[src/rtl/shiftregist_sipo_rx.sv]
// rtl/shiftregist_sipo_rx.sv - serial-in parallel-out receiver with valid/ready word output
module shiftregist_sipo_rx #(
    parameter int WIDTH = 4
) (
    input  logic             clk,
    input  logic             rst,
    input  logic             sin,
    input  logic             sin_valid,
    input  logic             sin_start,
    output logic [WIDTH-1:0] dout,
    output logic             dout_valid,
    input  logic             dout_ready,
    output logic             busy,
    output logic             overrun,
    input  logic             ovr_clr
);

    localparam int            CW   = $clog2(WIDTH);
    localparam logic [CW-1:0] LAST = CW'(WIDTH - 1);

    typedef enum logic {
        IDLE,
        SHIFT
    } state_t;

    state_t           state;
    logic [WIDTH-2:0] sr;
    logic [CW-1:0]    cnt;

    logic [WIDTH-1:0] word;
    logic             complete;
    logic             accept;
    logic             drop;

    // The completing bit never enters sr; it is merged straight into the word.
    always_comb begin
        word     = {sr, sin};
        complete = (state == SHIFT) && sin_valid && !sin_start && (cnt == LAST);
        accept   = complete && (!dout_valid || dout_ready);
        drop     = complete && dout_valid && !dout_ready;
    end

    always_ff @(posedge clk or negedge rst) begin
        if (!rst) begin
            state      <= IDLE;
            sr         <= '0;
            cnt        <= '0;
            busy       <= 1'b0;
            dout       <= '0;
            dout_valid <= 1'b0;
            overrun    <= 1'b0;
        end else begin
            case (state)
                IDLE: begin
                    if (sin_valid && sin_start) begin
                        sr    <= (WIDTH-1)'(sin);
                        cnt   <= CW'(1);
                        state <= SHIFT;
                        busy  <= 1'b1;
                    end
                end
                SHIFT: begin
                    if (sin_valid) begin
                        if (sin_start) begin
                            sr  <= (WIDTH-1)'(sin);
                            cnt <= CW'(1);
                        end else if (cnt == LAST) begin
                            cnt   <= '0;
                            state <= IDLE;
                            busy  <= 1'b0;
                        end else begin
                            sr  <= word[WIDTH-2:0];
                            cnt <= cnt + CW'(1);
                        end
                    end
                end
                default: begin
                    state <= IDLE;
                    busy  <= 1'b0;
                end
            endcase

            if (accept) begin
                dout       <= word;
                dout_valid <= 1'b1;
            end else if (dout_valid && dout_ready) begin
                dout_valid <= 1'b0;
            end

            // A drop in the same cycle as a clear must still be reported.
            if (drop) begin
                overrun <= 1'b1;
            end else if (ovr_clr) begin
                overrun <= 1'b0;
            end
        end
    end

endmodule

[config.mk]
export PLATFORM = sky130hd
export DESIGN_NAME = shiftregist_sipo_rx
export DESIGN_NICKNAME = d
export VERILOG_FILES = /design/src/rtl/shiftregist_sipo_rx.sv
export SDC_FILE = /design/constraint.sdc
export NUM_CORES = 1
export LEC_CHECK = 0
export CAP_MARGIN = 15
export CORE_AREA = 2 2 39 41
export DETAILED_ROUTE_END_ITERATION = 8
export DIE_AREA = 0 0 41 43
export GPL_TIMING_DRIVEN = 0
export HOLD_SLACK_MARGIN = 0.03
export PLACE_DENSITY = 0.75
export SETUP_SLACK_MARGIN = 0.4
export SLEW_MARGIN = 20
export SYNTH_ARGS = -nofsm -noshare
export SYNTH_HDL_FRONTEND = slang
export SYNTH_SLANG_ARGS = --single-unit
[constraint.sdc]
create_clock -name clk -period 1.55 [get_ports clk]
set_input_delay 0.31 -clock clk [delete_from_list [all_inputs] [get_ports clk]]
set_output_delay 0.31 -clock clk [all_outputs]
set_load 0.1 [all_outputs]
==> flow_summary.yaml <==
logic_synthesis:
  top_count_cell_post_synth: "dfrtp_1"
  mappedNetlistNets: 53
  post_synth.cell_area_avg_um2: 13.0
  number_of_enable_type_register_cells_in_the_synthesized_netlist: 0
  postSynth.topFlopCell: "dfrtp_1"
  synth_async_sr_flop_share_pct: 100
  synth_cell_types: 19
  syn_inst: 45
  synth_top_cell_area_share_pct: 55.4
  synth_commonest_cells: "13 x dfrtp_1, 5 x mux2_4, 5 x nand2_1, 3 x a22o_1"
  synth-seq-area-share_pct: 55.4
  synth_area_leader_cell: "dfrtp_1"
  synth_seq_cells: 13
  mappedNetlistArea_um2: 587
  ys.warnings.count: 0
  post_synth_main_area_contributors: "dfrtp_1 55%, mux2_4 13%, a22o_1 4.5%"
worst_setup_path:
  worst_r2r_path_depth: 4
  worstSetupStartpointType: "flop"
  worstSetupEndpointType: "flop"
  reg2reg_setup_slack_ns: 0.21
  crit_family: "flip-flops"
  critical_path.cell_chain: "ha_4, nand4b_4, nor2b_4, mux2_4"
  cp.arrival_ns: 1.49
  critical_r2r_launch: "cnt[1]"
  critical_path.n_buffers_inverters: 0
  critical_path.slowest_cell: "dfrtp_1"
  crit_fanout: 5
  critPathKind: "flop to flop"
  critical_path.reg2reg.endpoint: "dout[1]"
  worst-endpoint-required_ns: 1.70
  critical-path-max-stage-delay_ns: 0.39
finish:
  num-nets-final: 76
  areaGrowthSynthToFinish_pct: 52.5
  final_cell_area_um2: 895
  diodes: 0
  post_route_cells_drive_above_1_share_pct: 46.3
  fin_util_pct: 64.6
pwr:
  total_leakage_power_nw: 0.411
  power_per_cell_area_nw_per_um2: 2080
  power.ir.vdd_worst_uv: 1190
  power.total_w: 0.00186
sta:
  max_slew_violations: 0
  max-slew-margin-rel_pct: 62.4
  clock_period_minus_final_worst_setup_slack_ns: 1.34
  worst_pin_slew_ns: 0.563
  worst_hold_slack_ns: 0.387
  finalClockSkew_ns: 0.00384
  tns_ns: 0
  period_share_pct: 86.6
  max_clock_freq_mhz: 745
  timing.final.setup_violations: 0
  grt_setup_unrepaired: "true"
  timing.final.hold_violations: 0
floorplanning:
  placementRows: 14
  chipWidth_um: 41
  die_height_um: 43
  initial_core_util_pct: 42.4
  num_io_pins: 14
  coreArea_um2: 1380
  die_area_um2: 1760
placement:
  detailed_place.area_um2: 753
  place_congestion: 0.683
  buffer_ports.inserted: 12
grt:
  grt_pass1_wl_um: 1800
  grt_antenna_before_repair: 0
  grt_start_max_net_pins: 14
  grt_use_total_pct: 15.0
  via_count_of_the_first_global_routing_pass: 455
  global_route.overflow_total: 0
clocking:
  clk_latency_ns: 0.26
  hold_bufs_at_cts: 0
  tritoncts_num_sinks: 13
  ctsLongestPathBuffers: 2
  h-tree-depth: 1
  ctsRootBufferMaster: "clkbuf_4"
  clk_pin_slew_ns: 0.07
  cts_tree: "built"
  cts_inserted_buffers: 3
hold_path:
  hold_end: "cnt[0]"
  worstHoldStart: "sin_valid"
  holdPathStages: 3
  worst_hold_path_type: "input pin to flop"
detailed_routing:
  drtPass1Iterations: 4
  drt-total-wl_um: 1030
  wl_per_cell_um: 12.5
  route.antenna.remaining_nets: 0
  drt_iter0_drc: 3
  vias_per_cell: 5.14
  via_count: 427
  remaining_drc_errors: 0
status:
  status: "complete, no violations"
flow_run:
  drv_cap: 0
final cells by class:
class / instances / area [um2]
multi-input cells: 29 / 269
inverters: 2 / 7.51
fillers: 112 / 489
repair buffers: 18 / 234
clock buffers: 4 / 26.3
plain buffers: 1 / 5.00
flip-flops and latches: 13 / 333
well taps: 16 / 20.0
cell families after synthesis:
logic type / share of synthesized area, %
mux: 12.8
fa+ha+maj: 2.13
flops: 55.4
compound gates: 12.8
buf+inv: 2.13
simple gates: 14.7
timing repair:
item	in CTS	in global routing
endpoints found under the hold margin	0	0
gates resized for setup	60	5
setup endpoints to repair	14	15
cloned	0	0
setup buffers	6	0
pin swaps	1	1
worst register-to-register path: stages, from the launching register on:
cell	delay, ns
dfrtp_1	0.39
ha_4	0.19
nand4b_4	0.12
nor2b_4	0.21
mux2_4	0.32
per-layer routing:
metal  vias up  GRT usage [%]  part of all wire [%]
li1        206              -                     -
met1       208           20.0                    45
met2        13           22.8                    50
met3         0           4.71                   5.3
met4         0           4.00                     0
met5         -              0                     0
stage by stage:
| stage | instances | setup slack [ns] |
|---|---|---|
| floorplan | 45 | 0.185 |
| global placement | 73 | -0.287 |
| detailed placement | 73 | -0.291 |
| CTS | 83 | 0.182 |
| global route | 83 | 0.157 |
| finish | 83 | 0.208 |
flip-flops by register name, summed over array words and instances, names as in the netlist:
register    flops
dout            4
sr              3
cnt             2
busy            1
dout_valid      1
overrun         1
state           1
power by group:
group / switching (W) / total [W] / internal, W
combinational: 0.000597 / 0.00107 / 0.000478
clock: 0.0000990 / 0.000198 / 0.0000993
sequential: 0.000131 / 0.000590 / 0.000459
total: 0.000827 / 0.00186 / 0.00104
cell usage in the layout (no fill, tap or decap):
cell type / instances
clkbuf_4: 3
nor3_1: 1
nor2b_1: 1
a21oi_1: 2
inv_1: 2
o22ai_1: 2
nand4b_4: 1
ha_4: 1
nor2b_4: 1
nor3b_1: 1
mux2_4: 5
dlygate4sd2_1: 1
dfrtp_4: 1
a22o_1: 3
dfrtp_2: 3
clkbuf_1: 1
buf_12: 7
nand2b_4: 1
buf_4: 6
nand2_1: 5
buf_2: 1
o21ai_2: 1
clkdlybuf4s50_1: 4
nand3_1: 1
o21a_1: 1
dfrtp_1: 9
o21ai_0: 2
how the worst max path moves through the flow:
stage,slack (ns),start,to,cells after the start
after floorplan,0.18,dout_valid,dout[0],3
after global placement,-0.29,dout_valid,dout_valid,1
after detailed placement,-0.29,dout_valid,dout_valid,1
after CTS,0.18,cnt[0],dout[0],4
after global routing,0.16,cnt[1],dout[0],4
final,0.21,cnt[1],dout[1],4
Note: power is estimated with default switching activity, not from simulation.
